<file path="src/rtl/dimension_parser.sv">
// dimension_parser: turns an ASCII stream of "<L>x<W>x<H>\n" lines into
// registered dimension triples with a one-cycle size_valid strobe.
// Malformed lines are dropped and raise a sticky parse_error.
module dimension_parser #(
  parameter int SIZE_WIDTH  = 16,
  parameter int COUNT_WIDTH = 16
) (
  input  logic                   clk,
  input  logic                   rst,
  input  logic                   byte_valid,
  input  logic [7:0]             byte_data,
  input  logic                   end_of_input,
  output logic                   size_valid,
  output logic [SIZE_WIDTH-1:0]  length,
  output logic [SIZE_WIDTH-1:0]  width,
  output logic [SIZE_WIDTH-1:0]  height,
  output logic [COUNT_WIDTH-1:0] triple_count,
  output logic                   parse_error
);

  localparam logic [1:0] FIELD_L = 2'd0;
  localparam logic [1:0] FIELD_W = 2'd1;
  localparam logic [1:0] FIELD_H = 2'd2;
  localparam logic [1:0] DISCARD = 2'd3;

  localparam logic [7:0] CH_LF = 8'h0A;
  localparam logic [7:0] CH_CR = 8'h0D;
  localparam logic [7:0] CH_X  = 8'h78;

  logic [1:0]             state_q, state_d;
  logic [SIZE_WIDTH-1:0]  acc_q, acc_d;
  logic                   seen_q, seen_d;
  logic [SIZE_WIDTH-1:0]  l_pend_q, l_pend_d;
  logic [SIZE_WIDTH-1:0]  w_pend_q, w_pend_d;
  logic [SIZE_WIDTH-1:0]  len_q, len_d;
  logic [SIZE_WIDTH-1:0]  wid_q, wid_d;
  logic [SIZE_WIDTH-1:0]  hgt_q, hgt_d;
  logic                   sv_q, sv_d;
  logic [COUNT_WIDTH-1:0] cnt_q, cnt_d;
  logic                   err_q, err_d;

  logic is_digit;
  logic line_end;

  // '0'..'9' carry their value in the low nibble
  assign is_digit = (byte_data >= 8'h30) && (byte_data <= 8'h39);
  // end_of_input behaves exactly like a newline
  assign line_end = end_of_input || (byte_valid && (byte_data == CH_LF));

  // Next-state decode: one byte (or flush) per cycle
  always_comb begin
    state_d  = state_q;
    acc_d    = acc_q;
    seen_d   = seen_q;
    l_pend_d = l_pend_q;
    w_pend_d = w_pend_q;
    len_d    = len_q;
    wid_d    = wid_q;
    hgt_d    = hgt_q;
    sv_d     = 1'b0;
    cnt_d    = cnt_q;
    err_d    = err_q;

    if (line_end) begin
      // every line terminator restarts at a fresh length field
      state_d = FIELD_L;
      acc_d   = '0;
      seen_d  = 1'b0;
      if (state_q == FIELD_H && seen_q) begin
        len_d = l_pend_q;
        wid_d = w_pend_q;
        hgt_d = acc_q;
        sv_d  = 1'b1;
        cnt_d = cnt_q + COUNT_WIDTH'(1);
      end else if (!(state_q == DISCARD || (state_q == FIELD_L && !seen_q))) begin
        err_d = 1'b1;
      end
    end else if (byte_valid && byte_data != CH_CR && state_q != DISCARD) begin
      if (is_digit) begin
        acc_d  = acc_q * SIZE_WIDTH'(10) + SIZE_WIDTH'(byte_data[3:0]);
        seen_d = 1'b1;
      end else if (byte_data == CH_X && seen_q && state_q != FIELD_H) begin
        if (state_q == FIELD_L) begin
          l_pend_d = acc_q;
          state_d  = FIELD_W;
        end else begin
          w_pend_d = acc_q;
          state_d  = FIELD_H;
        end
        acc_d  = '0;
        seen_d = 1'b0;
      end else begin
        // bad character or misplaced 'x': skip the rest of the line
        err_d   = 1'b1;
        state_d = DISCARD;
        acc_d   = '0;
        seen_d  = 1'b0;
      end
    end
  end

  // State and output registers
  always_ff @(posedge clk or posedge rst) begin
    if (rst) begin
      state_q  <= FIELD_L;
      acc_q    <= '0;
      seen_q   <= 1'b0;
      l_pend_q <= '0;
      w_pend_q <= '0;
      len_q    <= '0;
      wid_q    <= '0;
      hgt_q    <= '0;
      sv_q     <= 1'b0;
      cnt_q    <= '0;
      err_q    <= 1'b0;
    end else begin
      state_q  <= state_d;
      acc_q    <= acc_d;
      seen_q   <= seen_d;
      l_pend_q <= l_pend_d;
      w_pend_q <= w_pend_d;
      len_q    <= len_d;
      wid_q    <= wid_d;
      hgt_q    <= hgt_d;
      sv_q     <= sv_d;
      cnt_q    <= cnt_d;
      err_q    <= err_d;
    end
  end

  assign size_valid   = sv_q;
  assign length       = len_q;
  assign width        = wid_q;
  assign height       = hgt_q;
  assign triple_count = cnt_q;
  assign parse_error  = err_q;

endmodule

</file>
<file path="config.mk">
export PLATFORM = sky130hd
export DESIGN_NAME = dimension_parser
export DESIGN_NICKNAME = d
export VERILOG_FILES = /design/src/rtl/dimension_parser.sv
export SDC_FILE = /design/constraint.sdc
export NUM_CORES = 1
export LEC_CHECK = 0
export CORE_UTILIZATION = 50
export CTS_CLUSTER_DIAMETER = 40
export CTS_CLUSTER_SIZE = 25
export DETAILED_ROUTE_END_ITERATION = 7
export PLACE_DENSITY = 0.79
export SLEW_MARGIN = 20
export SYNTH_ARGS = -nofsm -noshare
export SYNTH_HDL_FRONTEND = slang
export SYNTH_SLANG_ARGS = --single-unit
</file>
<file path="constraint.sdc">
create_clock -name clk -period 4.2 [get_ports clk]
set_input_delay 1.05 -clock clk [delete_from_list [all_inputs] [get_ports clk]]
set_output_delay 1.05 -clock clk [all_outputs]
set_load 0.1 [all_outputs]
</file>
==> flow_summary.toml <==
[outcome]
run_status = "complete, no violations"

[clock_tree]
worst_skew_pair.late_latency_ns = 0.51
post_cts_resize_count = 0
clock_sink_count = 117
clk_pin_slew_ns = 0.05
htree_num_levels = 4
postCtsHoldBufs = 0
clock_tree.buffer_depth = 2
post-cts-setup-buffers = 0
cts_buffers = 17
clock-root-buffer = "clkbuf_8"
tritoncts = "yes"

[global_route]
grt_overflow = 0
global_route_usage_over_all_layers_pct = 22.8
antenna_violations_before_repair = 0
grt_max_degree = 57
wire_length_of_the_first_global_routing_pass_um = 20100
grt_pass1_vias = 4029

[yosys]
seq_area_frac_synth_pct = 52.0
synth_top_cells_by_area = "dfrtp_1 52%, mux2_2 16%, ha_1 6.0%"
yosysUniqueCellTypes = 59
combinational_family_with_the_most_area_after_synthesis = "multiplexers"
synth_nets = 481
area_fraction_in_and_or_nand_and_nor_cells_after_synthesis_pct = 12.0
yosys.cell_count.top_type = "dfrtp_1"
ys_seq_elements = 117
yosys_warnings = 0
post_synth_instance_area_um2 = 5640
syn_area_per_cell_um2 = 12.8
synthAdderAreaFrac_pct = 6.71
synth-compound-area-share_pct = 6.37
synth.largest_area_cell = "dfrtp_1"
synthFlopType = "dfrtp_1"
yosys.area_share.xor_xnor_pct = 5.28
asyncSetResetFlopFracSynth_pct = 100
synth_edf_count = 0
post_synth_mux_area_share_pct = 16.2
synth_cells = 440
synthDominantCellAreaShare_pct = 52.0
synth.cells.most_frequent = "117 x dfrtp_1, 79 x mux2_2, 27 x ha_1"

[setup_path]
crit_arrival_ns = 3.66
critPathKind = "flip-flop to flip-flop"
cp_data_required_time_ns = 4.59
worst-path-max-fanout = 7
endpoint_kind = "flip-flop"
worst_r2r_path_depth = 9
crit_path_launch_type = "flip-flop"

[place]
number_of_buffers_inserted_by_port_buffering = 77
gp_congestion = 0.834
placement.setup.worst_slack_ns = 0.616
place_inst = 653
dpl-instance-area_um2 = 6580
dpl.hpwl_um = 8320

[timing]
finClkSkew_ns = 0.0109
max_slew_violations = 0
timing.final.crit_period_ns = 3.27
setup_tns_ns = 0
tightestPinTransition_ns = 1.03
setup-violations-final = 0
timing.max_slew.rel_slack_pct = 31.2
final_critical_path_setup_slack_ns = 0.930
max_clock_freq_mhz = 306
hold_viol = 0
rsz0062_at_grt = "false"
hold_ws_ns = 0.465
finalCritPeriodShare_pct = 77.9

[floorplanning]
initial_utilization_pct = 51.8
core_area_um2 = 10900
chipHeight_um = 108
dieWidth_um = 108
rows = 38
ioPinCount = 78
die_area_um2 = 11700

[route]
drt_wl_total_um = 11900
drt_iter0_markers = 181
vias_per_cell = 5.65
detailedRoute.firstPassIterationCount = 4
drtAntennaViolNets = 0
detailroute.via_count = 3861
post_drt_wl_per_cell_um = 17.4
drc = 0

[hold_path]
timing.hold.worst.class = "flip-flop to flip-flop"
min_path_cells = 1

[cells_and_area]
finalNonFillerCells = 683
final_util_pct = 65.3
layout-drive-gt1-share_pct = 24.9
nNetsFinal = 573
postLayoutCellArea_um2 = 7110
diodes = 0
area_growth_pct = 26.1

[power]
totalPowerFinal_mw = 2.46
power.density_cell_area_nw_per_um2 = 346
peakVddDrop_mv = 0.217
power.leakage_nw = 3.48

[run]
timing.max_cap.violations = 0
==> kinds of logic after synthesis <==
kind of cell,count (synthesis)
adder cells (fa/ha/maj),29
XOR/XNOR,34
flip-flops,117
multiplexers,81
AO/OA/AOI/OAI,55
buffers and inverters,15
AND/OR/NAND/NOR,109
==> state kept, by name (all words and copies together), names as in the netlist <==
register,count
acc_q,16
height,16
parse_error,1
w_pend_q,16
seen_q,1
length,16
triple_count,16
size_valid,1
state_q,2
l_pend_q,16
width,16
==> power breakdown <==
part | total, mW | leakage [nW] | internal (mW) | switching, mW
clock network | 1.25 | 0.267 | 0.806 | 0.446
registers | 1.14 | 1.63 | 1.13 | 0.00397
logic | 0.0737 | 1.58 | 0.0240 | 0.0497
==> metal layers <==
layer	track usage (%)	routed length [um]	up-vias
met1	29.9	5080	1929
li1	-	-	1794
met4	9.49	197	0
met3	5.18	532	23
met5	0	0	-
met2	36.6	6040	115
==> area by class of cell <==
class	instances	area, um^2
timing repair buffer	84	836
clock inverter	4	20.0
inverter	4	17.5
fill	806	3780
sequential	117	2930
tap	140	175
multi-input combinational	308	2620
clock buffer	26	508
==> cells in the final DEF (no fill, tap or decap), types with 5 or more instances in the layout <==
| master | instances |
|---|---|
| dfrtp_1 | 117 |
| mux2_2 | 79 |
| clkdlybuf4s50_1 | 77 |
| ha_1 | 27 |
| nand2_1 | 24 |
| xnor2_1 | 23 |
| nor2_1 | 19 |
| o21ai_0 | 19 |
| clkbuf_16 | 16 |
| nand3_1 | 12 |
| xor2_1 | 11 |
| a21oi_1 | 9 |
| clkbuf_8 | 7 |
| and3_1 | 6 |
| nand4_1 | 6 |
| buf_4 | 6 |
| nor3_1 | 5 |
| a21o_1 | 5 |
==> critical path, cell delays in order, from the launching register on <==
cell      delay [ns]
dfrtp_1         0.48
ha_1            0.34
ha_1            0.24
fa_1            0.43
a21o_1          0.22
a221o_1         0.37
a221oi_2        0.37
xor2_1          0.13
o311a_1         0.31
a211o_1         0.26
==> final timing paths <==
check | startpoint | to | slack (ns)
setup / recovery | acc_q[1] | acc_q[15] | 0.93
hold / removal | triple_count[15] | triple_count[15] | 0.47
setup reg to reg | acc_q[1] | acc_q[15] | 0.93
hold reg to reg | triple_count[15] | triple_count[15] | 0.47
max in group asynchronous | rst | height[8] | 2.56
min in group asynchronous | rst | width[14] | 0.92
No activity file was read; power rests on OpenSTA's default activity.
